<file path="src/rtl/mmp_iddmm_seq.sv">
// Sequencer for the IDDMM Montgomery-multiply PE array: walks the (i, j) word grid,
// strobes the PEs, addresses the operand RAMs and hands the result to the final subtract.
module mmp_iddmm_seq #(
    parameter int N      = 32,
    parameter int LAT    = 8,
    parameter int ISSUE2 = 0,
    parameter int ADDR_W = $clog2(N)
) (
    input  logic              clk,
    input  logic              rst_n,
    input  logic              task_req,
    input  logic [ADDR_W:0]   task_nw,
    input  logic              task_abort,
    output logic              task_busy,
    output logic              task_done,
    output logic              ctl_carry_clr,
    output logic              ctl_carry_ena,
    output logic              ctl_carry_sel,
    output logic              ctl_c_pre_clr,
    output logic              ctl_c_pre_ena,
    output logic              ctl_q_ena,
    input  logic              carry,
    output logic              comp_req,
    input  logic              comp_end,
    output logic              ref_an,
    output logic [ADDR_W:0]   ref_addr_rdx,
    output logic [ADDR_W-1:0] ref_addr_rdy,
    output logic [ADDR_W-1:0] ref_addr_rdm,
    output logic [ADDR_W-1:0] ref_addr_rda,
    output logic              ref_wr_n,
    output logic [ADDR_W-1:0] ref_wr_a_addr,
    output logic              ref_wr_a_ena
);

    typedef enum logic [2:0] {IDLE, INIT, PRIME, SCAN, DRAIN, FINSUB} state_t;

    localparam logic [ADDR_W:0]   NMAX     = (ADDR_W+1)'(N);
    localparam logic [ADDR_W:0]   JONE     = (ADDR_W+1)'(1);
    localparam logic [ADDR_W-1:0] IONE     = ADDR_W'(1);
    localparam bit                ISS_EACH = (ISSUE2 == 0);

    state_t state, next_state;

    logic [ADDR_W-1:0] i;
    logic [ADDR_W:0]   j;
    logic [ADDR_W:0]   nw;
    logic              j00;
    logic              phase;

    logic [LAT-1:0]             vld_pipe;
    logic [LAT-1:0][ADDR_W:0]   j_pipe;

    logic              issue;
    logic              j_end;
    logic              row_last;
    logic              pipe_busy;
    logic [ADDR_W:0]   nw_clamp;
    logic              carry_clr_d, carry_ena_d, carry_sel_d, c_pre_clr_d;

    assign j_end     = (j == nw);
    assign row_last  = ({1'b0, i} == (nw - JONE));
    assign pipe_busy = |vld_pipe;
    assign nw_clamp  = ((task_nw == '0) || (task_nw > NMAX)) ? NMAX : task_nw;

    always_ff @(posedge clk or negedge rst_n) begin
        if (!rst_n) state <= IDLE;
        else        state <= next_state;
    end

    always_comb begin
        next_state = state;
        if (task_abort) begin
            next_state = IDLE;
        end else begin
            case (state)
                IDLE:    if (task_req) next_state = INIT;
                INIT:    next_state = PRIME;
                PRIME:   next_state = SCAN;
                SCAN:    if (issue && j_end) next_state = row_last ? DRAIN : PRIME;
                DRAIN:   if (!pipe_busy) next_state = FINSUB;
                FINSUB:  if (comp_end) next_state = IDLE;
                default: next_state = IDLE;
            endcase
        end
    end

    always_comb begin
        issue       = (state == SCAN) && (ISS_EACH || phase);
        carry_clr_d = issue && (i == '0) && (j == '0);
        carry_ena_d = issue && j_end;
        carry_sel_d = (state == SCAN) && j_end;
        c_pre_clr_d = issue && (j == '0);
    end

    // Counters, strobes and handshake; abort wins over everything except reset.
    always_ff @(posedge clk or negedge rst_n) begin
        if (!rst_n) begin
            i             <= '0;
            j             <= '0;
            nw            <= '0;
            j00           <= 1'b0;
            phase         <= 1'b0;
            task_busy     <= 1'b0;
            task_done     <= 1'b0;
            comp_req      <= 1'b0;
            ref_an        <= 1'b0;
            ctl_carry_clr <= 1'b0;
            ctl_carry_ena <= 1'b0;
            ctl_carry_sel <= 1'b0;
            ctl_c_pre_clr <= 1'b0;
            ctl_c_pre_ena <= 1'b0;
            ref_wr_n      <= 1'b0;
            vld_pipe      <= '0;
        end else if (task_abort) begin
            i             <= '0;
            j             <= '0;
            j00           <= 1'b0;
            phase         <= 1'b0;
            task_busy     <= 1'b0;
            task_done     <= 1'b0;
            comp_req      <= 1'b0;
            ctl_carry_clr <= 1'b0;
            ctl_carry_ena <= 1'b0;
            ctl_carry_sel <= 1'b0;
            ctl_c_pre_clr <= 1'b0;
            ctl_c_pre_ena <= 1'b0;
            ref_wr_n      <= 1'b0;
            vld_pipe      <= '0;
        end else begin
            task_done     <= 1'b0;
            ctl_carry_clr <= carry_clr_d;
            ctl_carry_ena <= carry_ena_d;
            ctl_carry_sel <= carry_sel_d;
            ctl_c_pre_clr <= c_pre_clr_d;
            ctl_c_pre_ena <= issue;
            ref_wr_n      <= carry_sel_d;
            phase         <= ((state == SCAN) && !j00) ? ~phase : 1'b0;
            vld_pipe[0]   <= issue;
            for (int k = 1; k < LAT; k++) vld_pipe[k] <= vld_pipe[k-1];
            case (state)
                IDLE: if (task_req) begin
                    nw        <= nw_clamp;
                    task_busy <= 1'b1;
                end
                INIT: begin
                    j00 <= 1'b1;
                    i   <= '0;
                    j   <= '0;
                end
                PRIME: j00 <= 1'b0;
                SCAN: if (issue) begin
                    if (!j_end) begin
                        j <= j + JONE;
                    end else if (!row_last) begin
                        j   <= '0;
                        i   <= i + IONE;
                        j00 <= 1'b1;
                    end else begin
                        i <= '0;
                        j <= '0;
                    end
                end
                DRAIN: if (!pipe_busy) begin
                    ref_an   <= carry;
                    comp_req <= 1'b1;
                end
                FINSUB: if (comp_end) begin
                    comp_req  <= 1'b0;
                    task_done <= 1'b1;
                    task_busy <= 1'b0;
                end
                default: ;
            endcase
        end
    end

    // Column index travels alongside the valid bits so write-back lines up with PE output.
    always_ff @(posedge clk or negedge rst_n) begin
        if (!rst_n) begin
            j_pipe <= '0;
        end else begin
            j_pipe[0] <= j;
            for (int k = 1; k < LAT; k++) j_pipe[k] <= j_pipe[k-1];
        end
    end

    assign ctl_q_ena     = ctl_c_pre_clr;
    assign ref_addr_rdx  = j;
    assign ref_addr_rdy  = i;
    assign ref_addr_rdm  = j[ADDR_W-1:0];
    assign ref_addr_rda  = j[ADDR_W-1:0];
    assign ref_wr_a_ena  = vld_pipe[LAT-1] && (j_pipe[LAT-1] != '0);
    assign ref_wr_a_addr = ref_wr_a_ena ? (j_pipe[LAT-1][ADDR_W-1:0] - IONE) : '0;

endmodule
</file>
<file path="config.mk">
export PLATFORM = sky130hd
export DESIGN_NAME = mmp_iddmm_seq
export DESIGN_NICKNAME = d
export VERILOG_FILES = /design/src/rtl/mmp_iddmm_seq.sv
export SDC_FILE = /design/constraint.sdc
export NUM_CORES = 1
export LEC_CHECK = 0
export ABC_AREA = 1
export BUFFER_PORTS_ARGS = -buffer_cell sky130_fd_sc_hd__buf_2
export CAP_MARGIN = 20
export CORE_AREA = 2 2 85 87
export DETAILED_ROUTE_END_ITERATION = 12
export DIE_AREA = 0 0 87 89
export HOLD_SLACK_MARGIN = 0.15
export PLACE_DENSITY = 0.79
export SYNTH_ARGS = -nofsm -noshare
export SYNTH_HDL_FRONTEND = slang
export SYNTH_SLANG_ARGS = --single-unit
</file>
<file path="constraint.sdc">
create_clock -name clk -period 1.55 [get_ports clk]
set_clock_uncertainty 0.2 [all_clocks]
set_input_delay 0 -clock clk [delete_from_list [all_inputs] [get_ports clk]]
set_output_delay 0 -clock clk [all_outputs]
set_load 0.03 [all_outputs]
</file>
Yosys cells after proc, flatten, opt, wreduce, memory -nomap -nowiden
Index checks and enable logic that the tools add are counted. Widths: inputs -> output; s select.

Add/subtract/negate cells: 4. Eq/ne operators: 12. Bitwise logic cells: 2. Multiplexer cells: 31. Reduce and logical (&&, ||, !) cells: 21. $lt $le $gt $ge: 1.

Operator list (count): $mux 5 (4); $mux 3 (6); $mux 6 (3); $pmux 3 s6 (1); $logic_not 6->1 (2); $mux 1 (12); $pmux 6 s2 (1); $reduce_and 3->1 (4); $pmux 5 s2 (1); $ne 3x3->1 const B (3); $reduce_bool 3->1 (3); $mux 8 (1); $reduce_or 8->1 (1); $add 6x1->6 const B (1); $eq 3x2->1 const B (2); $eq 3x3->1 const B (2); $eq 5x6->1 (1); $eq 6x6->1 (1); $gt 6x6->1 const B (1); $ne 3x2->1 const B (2); $reduce_bool 6->1 (1); $sub 6x1->6 const B (1); $add 5x1->5 const B (1); $logic_and 1x1->1 (5); 9 further kinds (11).

Register bits: 84. Bits of input ports: 12. Output and inout port bits: 38.

Depth between registers and ports, before layout
Gate-level depths: netlist of the first run.

Word-level depth: 6. Gate-level depth with buffers: 13.

Worst setup path before layout of the first run
Ideal clock, no wire load.

Kind: register -> register. Start: register j[1] (netlist: ref_addr_rdx[1]). End: register state[2]. Slack: -0.225 ns. Arrival time: 1.509 ns. Period minus slack after synthesis: 1.775 ns. Stages on the path, launching flop included: 11. Cells stage by stage: dfrtp_1 -> inv_1 -> nand2_1 -> nand2_1 -> nor2_1 -> nand3_4 -> nand2_2 -> nand3_2 -> nor2_1 -> nand2_1 -> nand2_1.

Cells in the longest elaborated chain, start to end: 4.

Ends and longest elaborated chain: from (decl) (line 45) `logic [ADDR_W:0] j;`; from (signal assigned) (line 153) `j <= j + JONE;`; $eq 6x6->1 (line 60) `assign j_end = (j == nw);`; $logic_and 1x1->1 (line 79) `SCAN: if (issue && j_end) next_state = row_last ? DRAIN : PRIME;`; $ne 3x2->1 (no line); $reduce_and 4->1 (no line); to (signal assigned) (line 67) `else state <= next_state;`; to (decl) (line 42) `state_t state, next_state;`.

No other way between the ends. A chain may end at the register's enable or synchronous reset.

Worst setup path in the final report of the first run
Start: register nw[2]. End: register state[1].

Cells in the longest elaborated chain, start to end: 6. Elaborated cells on any way between the ends: 10.

Ends and longest elaborated chain: from (decl) (line 46) `logic [ADDR_W:0] nw;`; from (signal assigned) (line 142) `nw <= nw_clamp;`; $sub 6x1->6 (line 61) `assign row_last = ({1'b0, i} == (nw - JONE));`; $eq 5x6->1 (line 61); $mux 3 (2 in a row) (line 79); $pmux 3 s6 (line 75) `case (state)`; $mux 3 (line 72) `if (task_abort) begin`.

Parallel ways exist; a longest one is shown, timed or not. The select of a mux whose other input is x is not followed.

==> run metrics, run 1 <==
die footprint=7740 um2; CTS tree=yes; WL per Instance=15.5 um; drt first pass iters=4; number of diodes=0; Synth Area in Simple Gates=~21%; clock root buffer=clkbuf_8; CP Launch Type=flop; total power per unit cell area=approximately 1200 nW/um2; number of buffers created by CTS=9; Die Wd=between 80 and 90 um; final setup fails=29; maxcap violations=0; Seq pwr share=41.8%; H-tree depth=3; Static Leak=approximately 2.5 nW; post-layout power=~6.0 mW; FP Rows=30; Worst setup startpoint=nw[2]$_DFFE_PN0P_; Net Sw Power=2.09 mW; r2r endpoint=state[1]$_DFFE_PN0P_; Synth Net Count=342; Hold Path Origin=task_abort; compound-cell area share of the yosys netlist=about 4.4%; Gate Count Post-Synth=roughly 320; Tmin final=around 1.9 ns; fmax=between 0.5 and 0.6 GHz; Reg2Reg Depth=8; Tot GR Track Use=between 20% and 30%; violated checks=setup timing; Placed Area=just over 4000 um2; Seq cells post-synth=83; CTS Buffer Depth=2; DR vias/cell=5.04; Worst-path clk slew=~0.090 ns; Boundary Pins=50; Setup Crit Path Kind=reg -> reg; r2r startpoint=nw[2]$_DFFE_PN0P_; XOR/XNOR Fraction of Synth Area=~2.1%; setup ws final=-0.364 ns; Pins Over Slew Limit=0; sequential share of the synthesized area=62.1%; Peak VDD IR=~0.7 mV; worst rel slew slack=75.6%; initial antenna violation count=0; mux contribution to synthesized area=less than 1%; GRT Residual Overflow=0; Syn. warnings=0; Tcrit/Tclk final=123%; status=finished with violations; CTS Sinks=between 80 and 90; Final nets=about 480; Synth-to-Final Area Change=47.1%; first-pass GRT wire length=~12000 um; layout cells sized above 1=between 50 and 60%; hold path endpoint=state[2]$_DFFE_PN0P_; commonest non-fill, non-tap cell in the layout=dfrtp_1; FF+latch area=between 2000 and 2500 um2; HP Class=in -> reg; Detailed Route Iter0 Violations=202; internal cell power=3.91 mW; largest net degree at the start of global routing=43; Worst EP required=1.60 ns; Hold Slack=around 0.14 ns; gp weighted congestion=0.818; async set-reset flop share out of synthesis=between 90% and 100%; worst hold path depth=5; total number of vias=roughly 2700; Reg2Reg Setup Slack=-0.36 ns; number of synthesized flops with an enable pin=0; count of cell types in the netlist=35; most frequent cells in the layout=dfrtp_1 (72), buf_4 (63), buf_2 (42), nand2_1 (39), nor2_1 (26); Core Footprint=approximately 6700 um2; mean area per synthesized cell=between 10 and 15 um2; footprint of the multi-input gates=1340 um2; prevailing post-synth register cell=dfrtp_1; final setup TNS=-5.65 ns; post-synthesis adder-cell area fraction=2.62%; filler cell count=approximately 430; Total Wirelength=8360 um; Initial Utilization=between 40% and 50%; Clock Latency Late Sink=0.36 ns; WP data arrival=1.96 ns; unrepaired setup endpoints after global routing=true; Buffers on Ports=a little under 50; Post-DRT Antenna Nets=0; vias in the first global route=about 2700; power share of the combinational group=33.8%; DPL Wire Length=4990 um; CP Max Fanout=6; clock share of power=~24%; post-synthesis cell area=3350 um2; crit end category=flop; DRC=0; Design Area, Final=between 4000 and 5000 um2; Final Hold Fails=0; Tightest Pin Transition=~0.36 ns; Sw Ratio=34.9%; largest family of logic cells by synthesized area=simple AND/OR/NAND/NOR gates; die height=approximately 90 um
==> worst max-delay path by stage <==
stage | end | slack, ns | cells past startpoint
global route | state[1]$_DFFE_PN0P_ | -0.47 | 11
detailed placement | state[1]$_DFFE_PN0P_ | -0.28 | 11
floorplan | state[1]$_DFFE_PN0P_ | -0.14 | 11
global placement | state[1]$_DFFE_PN0P_ | -0.20 | 11
finish | state[1]$_DFFE_PN0P_ | -0.36 | 8
CTS | state[1]$_DFFE_PN0P_ | -0.19 | 11
==> state kept, by name, summed over array words and instances (netlist names), 3 cells and up <==
| signal | flops |
|---|---|
| nw | 6 |
| state | 3 |
| vld_pipe | 8 |
| ref_addr_rdx | 6 |
| j_pipe | 48 |
| ref_addr_rdy | 5 |
==> synth_stat cells, types with 2 or more instances <==
cell type	instances	share of area (%)
nor4_1	2	0.37
ha_1	7	2.6
or2_2	2	0.37
nand4_1	2	0.37
nor2_1	39	4.4
nor3_1	7	1.0
nor2_4	2	0.67
inv_1	30	3.4
xor2_1	7	1.8
nand3_1	25	3.7
nand2_1	53	5.9
inv_2	9	1.0
buf_4	14	3.1
nor2_2	2	0.37
dfrtp_1	83	62
a21oi_1	5	0.75
o21ai_0	2	0.30
nand3_2	2	0.60
o21ai_1	14	2.1
==> per-stage QoR <==
step | instances | utilization, % | setup WS, ns
6_report | 541 | 73.2 | -0.364
5_1_grt | 541 | 73.2 | -0.466
4_1_cts | 530 | 68.4 | -0.194
3_5_place_dp | 493 | 60.6 | -0.283
3_3_place_gp | 493 | 60.6 | -0.197
2_1_floorplan | 323 | - | -0.139
==> kinds of logic after synthesis <==
logic type               count (synthesis)
flip-flops                              83
adder cells (fa/ha/maj)                  7
multiplexers                             1
XOR/XNOR                                 8
buffers and inverters                   55
AND/OR/NAND/NOR                        144
AO/OA/AOI/OAI                           25
==> critical path, stage by stage (launching register included) <==
cell,delay [ns]
dfrtp_1,0.45
nor2_1,0.28
nand3_1,0.13
nand3_1,0.12
nand2_1,0.09
nor2_1,0.18
nand2_2,0.13
o21ai_1,0.14
nand2_1,0.07
==> what timing repair did <==
item                                    4_1_cts  5_1_grt
hold buffers                                 15        0
cloned                                        1        0
resized for setup                            34       61
pin swaps                                    15       29
endpoints found under the setup margin       29       31
setup buffers                                 5       12
endpoints found under the hold margin       109        0
==> area by class of cell <==
cell class	instances	share of cell area, %
sequential	83	42.5
multi-input combinational	186	27.2
timing repair buffer	137	21.4
inverter	39	3.13
clock buffer	10	2.80
tap	80	2.03
clock inverter	6	0.992
==> layer usage <==
metal  wire length [um]  part of all wire [%]  vias to the layer above  GRT usage (%)
li1                   -                     -                     1283              -
met5                  0                     0                        -              0
met4                269                   3.2                        0           8.66
met3                384                   4.6                       27           5.91
met2               4380                    52                       92           36.3
met1               3330                    40                     1327           25.6
==> power groups by stage <==
stage          clock [mW]  combinational (mW)  sequential [mW]
3_5_place_dp            0                1.44             2.53
5_1_grt              1.59                2.18             2.53
3_3_place_gp            0                1.39             2.52
4_1_cts              1.49                1.62             2.49
6_report             1.46                2.03             2.51
2_1_floorplan           0               0.816             2.57
Power figures use the tool's default switching activity.
==> run 2, diff against run 1 <==
==> constraint.sdc (replaced) <==
create_clock -name clk -period 1.6 [get_ports clk]
set_clock_uncertainty 0.2 [all_clocks]
set_input_delay 0 -clock clk [delete_from_list [all_inputs] [get_ports clk]]
set_output_delay 0 -clock clk [all_outputs]
set_load 0.03 [all_outputs]
==> run 2 against run 1 <==
The flow still finishes with violations (setup timing). Combinational power shrank 16%. Highest routed layer unchanged. Die area is the same. First-iteration DRC count shrank 9.4%. Worst setup slack gained 0.15 ns. Global-route usage grew 0.54 points. Power shrank 6.0%. Critical path type unchanged. Critical endpoint unchanged.
==> run metrics, run 2 (synthesis results as in run 1) <==
status=finished with violations; violated checks=setup timing; Net Sw Power=about 1.9 mW; vias in the first global route=~2800; FP Rows=30; number of diodes=0; H-tree depth=3; clock share of power=a little over a quarter; final std cells w/o fill=roughly 520; Final nets=~460; largest net degree at the start of global routing=between 40 and 50; Largest Register=j_pipe; CTS Buffer Depth=2; M1 WL=about 3300 um; Peak VDD IR=0.631 mV; DR vias/cell=about 5.1; Die Wd=a little under 90 um; total power per unit cell area=around 1200 nW/um2; post-layout power=~5.6 mW; number of buffers created by CTS=9; CTS tree=yes; most frequent cells in the layout=dfrtp_1 (73), nand2_1 (45), buf_2 (42), buf_4 (41), nor2_1 (24); Boundary Pins=50; initial antenna violation count=0; Setup Crit Path Kind=reg -> reg; Post-DRT Antenna Nets=0; WL per Instance=around 16 um; drt first pass iters=4; Worst-path clk slew=around 0.09 ns; Tcrit/Tclk final=113%; final setup TNS=-2.80 ns; CP Launch Type=flop; commonest non-fill, non-tap cell in the layout=dfrtp_1; CTS Sinks=83; Post-Route Utilization=approximately 71%; internal cell power=3.73 mW; metal3 WL=between 300 and 400 um; DPL Wire Length=about 4600 um; crit end category=flop; setup ws final=-0.216 ns; placed insts=478; Tmin final=about 1.8 ns; CP Max Fanout=4; clock root buffer=clkbuf_8; die footprint=7740 um2; wire length on met2=between 4000 and 5000 um; maxcap violations=0; total number of vias=2655; die height=between 80 and 90 um; Worst EP required=1.69 ns; Initial Utilization=roughly 50%; WP data arrival=about 1.9 ns; Max Used Layer=met4; Static Leak=about 2.5 nW; power share of the combinational group=around 30%; Total Wirelength=between 8000 and 9000 um; Pins Over Slew Limit=0; worst rel slew slack=71.0%; Buffers on Ports=between 40 and 50; filler cell count=437; Sw Ratio=between 30% and 40%; Final Hold Fails=0; max reg flops=48; footprint of the multi-input gates=about 1300 um2; layout cells sized above 1=between 40% and 50%; fmax=around 0.55 GHz; first-pass GRT wire length=12800 um; Detailed Route Iter0 Violations=between 150 and 200; FF+latch area=2090 um2; Tightest Pin Transition=0.436 ns; GRT Residual Overflow=0; final setup fails=28; DRC=0; Synth-to-Final Area Change=42.9%; unrepaired setup endpoints after global routing=true; Seq pwr share=43.1%; Core Footprint=between 6000 and 7000 um2; HP Class=reg -> reg; gp weighted congestion=between 0.8 and 0.9; Regs by FF count=j_pipe: 48 flops, vld_pipe: 8 flops; Hold Slack=~0.15 ns; Tot GR Track Use=between 20 and 25%; Clock Latency Late Sink=approximately 0.35 ns
## run 2: cell count changes in the layout (fill, tap and decap cells not counted), moves of 3 or more
cell,delta
buf_4,-22
nand2_1,+6
nand2_2,-3
nand3_1,-3
nor2_4,-4
nand3_2,+3
nor2_2,+6
dlygate4sd3_1,+7
## run 2: through the flow
step	setup slack, ns	instance area [um2]
3_5_place_dp	-0.223	3950
3_3_place_gp	-0.145	3950
4_1_cts	-0.147	4620
6_report	-0.216	4780
5_1_grt	-0.373	4780
2_1_floorplan	-0.0891	3380
## run 2: area by class of cell
type                       instances  share of cell area (%)
multi-input combinational        186                    27.3
timing repair buffer             120                    19.6
inverter                          39                    3.12
tap                               80                    2.09
clock inverter                     6                    1.54
clock buffer                      10                    2.67
sequential                        83                    43.7
## run 2: power by group through the flow
stage               Clock [mW]  Combinational, mW  Sequential (mW)
floorplan                    0              0.776             2.48
global route              1.63               1.84             2.45
detailed placement           0               1.28             2.44
finish                    1.51               1.70             2.43
global placement             0               1.25             2.44
CTS                       1.54               1.52             2.41
## run 2: final timing paths
check	start	end	slack [ns]	cells after the start
setup / recovery	vld_pipe[7]$_DFF_PN0_	state[1]$_DFFE_PN0P_	-0.22	9
hold / removal	j_pipe[16]$_DFF_PN0_	j_pipe[22]$_DFF_PN0_	0.15	0
setup reg to reg	vld_pipe[7]$_DFF_PN0_	state[1]$_DFFE_PN0P_	-0.22	9
hold reg to reg	j_pipe[16]$_DFF_PN0_	j_pipe[22]$_DFF_PN0_	0.15	0
max in group asynchronous	rst_n	ref_addr_rdy[0]$_DFFE_PN0P_	0.18	4
min in group asynchronous	rst_n	j_pipe[27]$_DFF_PN0_	0.45	3
## run 2: worst max-delay path: stages, from the launching register on
cell     delay, ns
dfrtp_1       0.39
nor2_1        0.11
nand3_1       0.15
nor2_1        0.18
nor2_2        0.08
nor2_2        0.25
nand2_1       0.11
nor2_1        0.14
o21ai_2       0.08
nand2_1       0.06
## run 2: per-layer routing
layer / GRT usage (%) / up-vias
met3: 5.26 / 23
met2: 39.4 / 72
met5: 0 / -
met4: 8.24 / 0
met1: 25.1 / 1315
li1: - / 1245
## run 2: timing repair
action / CTS / global route
hold endpoints to repair: 107 / 0
setup endpoints to repair: 28 / 31
buffers inserted: 4 / 4
pin swaps: 18 / 19
cloned: 1 / 0
hold buffers: 22 / 0
gates resized for setup: 55 / 39
==> run 3, diff against run 2 <==
--- a/config.mk
+++ b/config.mk
@@ -12,7 +12,7 @@
 export DETAILED_ROUTE_END_ITERATION = 12
 export DIE_AREA = 0 0 87 89
 export HOLD_SLACK_MARGIN = 0.15
-export PLACE_DENSITY = 0.79
+export PLACE_DENSITY = 0.71
 export SYNTH_ARGS = -nofsm -noshare
 export SYNTH_HDL_FRONTEND = slang
 export SYNTH_SLANG_ARGS = --single-unit
==> run 3 against run 2 <==
The run still ends with setup timing left. Global-route usage fell by 1.2 points. Core utilization fell by 1.4 points. Register-to-register slack improved by 0.06 ns. Worst hold slack got worse by 0.00082 ns. Clock-buffer cell count fell by 1.
==> run metrics, run 3 (synthesis results as in run 1) <==
status=finished with violations; violated checks=setup timing; WL per Instance=14.2 um; Synth-to-Final Area Change=40.1%; Placed Area=between 4000 and 5000 um2; Largest Register=j_pipe; drt first pass iters=4; DR vias/cell=between 4 and 5; die footprint=just under 8000 um2; Tot GR Track Use=approximately a fifth; Final nets=457; number of diodes=0; worst rel slew slack=46.8%; final setup fails=21; initial antenna violation count=0; H-tree depth=3; most frequent cells in the layout=dfrtp_1 (73), buf_4 (53), nand2_1 (48), buf_2 (42), nor2_1 (27); unrepaired setup endpoints after global routing=true; Max Used Layer=met4; FP Rows=30; placed insts=485; commonest non-fill, non-tap cell in the layout=dfrtp_1; layout cells sized above 1=a little under half; vias in the first global route=2651; post-layout power=about 5.8 mW; total power per unit cell area=roughly 1200 nW/um2; Tightest Pin Transition=about 0.80 ns; Regs by FF count=j_pipe: 48 flops, vld_pipe: 8 flops; Post-DRT Antenna Nets=0; max reg flops=48; Design Area, Final=4690 um2; wire length on met2=~3900 um; setup ws final=-0.158 ns; Boundary Pins=50; DRC=0; final std cells w/o fill=523; Detailed Route Iter0 Violations=109; first-pass GRT wire length=~12000 um; GRT Residual Overflow=0; number of buffers created by CTS=9; total number of vias=2572; Die Wd=roughly 87 um; largest net degree at the start of global routing=36; Buffers on Ports=~50; Tmin final=between 1.5 and 2 ns; CP Max Fanout=6; Setup Crit Path Kind=reg -> reg; Worst-path clk slew=around 0.09 ns; CTS tree=yes; WP data arrival=1.80 ns; maxcap violations=0; Core Footprint=about 6700 um2; Static Leak=around 2.5 nW; HP Class=reg -> reg; DPL Wire Length=4810 um; metal3 WL=about 300 um; CTS Sinks=just over 80; CP Launch Type=flop; Clock Latency Late Sink=0.35 ns; Tcrit/Tclk final=110%; Final Hold Fails=0; M1 WL=roughly 3100 um; Total Wirelength=about 7400 um; gp weighted congestion=0.788; Worst EP required=between 1.5 and 2 ns; fmax=roughly 0.57 GHz; Peak VDD IR=approximately 0.52 mV; Post-Route Utilization=69.8%; Initial Utilization=49.8%; Pins Over Slew Limit=0; CTS Buffer Depth=2; die height=a little under 90 um; clock root buffer=clkbuf_8; crit end category=flop
run 3: cell types whose count changed in the layout (fill, tap and decap cells not counted), sizes merged:
cell,change
inv,+1
clkinvlp,-2
bufinv,+1
clkinv,+1
buf,+8
dlygate4sd3,-9
clkbuf,-1
run 3: layout make-up:
type / count / area [um2]
clock buffer: 9 / 124
clock inverter: 7 / 98.8
fill: 463 / 2030
inverter: 39 / 149
multi-input combinational: 186 / 1240
sequential: 83 / 2090
tap: 80 / 100
timing repair buffer: 119 / 882
run 3: worst paths after layout:
check | startpoint | to | slack, ns | depth (start not counted)
worst min-delay path | j_pipe[21]$_DFF_PN0_ | j_pipe[27]$_DFF_PN0_ | 0.15 | 0
worst max register to register | nw[1]$_DFFE_PN0P_ | state[1]$_DFFE_PN0P_ | -0.16 | 11
worst max-delay path | nw[1]$_DFFE_PN0P_ | state[1]$_DFFE_PN0P_ | -0.16 | 11
max in group asynchronous | rst_n | ref_addr_rdx[5]$_DFFE_PN0P_ | 0.25 | 4
worst min register to register | j_pipe[21]$_DFF_PN0_ | j_pipe[27]$_DFF_PN0_ | 0.15 | 0
min in group asynchronous | rst_n | j_pipe[5]$_DFF_PN0_ | 0.26 | 3
run 3: routing by layer:
layer	vias up	track usage, %
met2	61	35.5
met5	-	0
met1	1254	25.2
met3	9	3.42
li1	1248	-
met4	0	10.7
run 3: through the flow:
step	TNS, ns	hold slack (ns)	worst slack (ns)
final	-1.78	0.151	-0.158
after CTS	-1.80	0.151	-0.149
after floorplan	-0.315	-0.496	-0.0891
after global routing	-4.09	0.157	-0.275
after detailed placement	-1.84	-0.305	-0.211
after global placement	-1.28	-0.315	-0.153
run 3: power by group:
group / internal, mW / switching (mW) / total [mW]
Combinational: 0.764 / 0.938 / 1.70
Sequential: 2.28 / 0.152 / 2.43
Clock: 0.895 / 0.773 / 1.67
run 3: critical path: stages, from the launching register on:
cell     delay (ns)
dfrtp_1        0.40
inv_2          0.07
ha_4           0.27
inv_2          0.03
nand2_1        0.04
nand2_1        0.04
nor2_1         0.08
nand3_1        0.08
nor2_2         0.11
nand2_2        0.12
o21ai_2        0.13
nand2_1        0.07
run 3: what timing repair did:
action                     4_1_cts  5_1_grt
pin swaps                       18       10
buffers inserted                 8        0
cloned                           1        0
hold endpoints to repair       113        0
hold buffers                    13        0
setup endpoints to repair       29       46
gates resized for setup         43       32
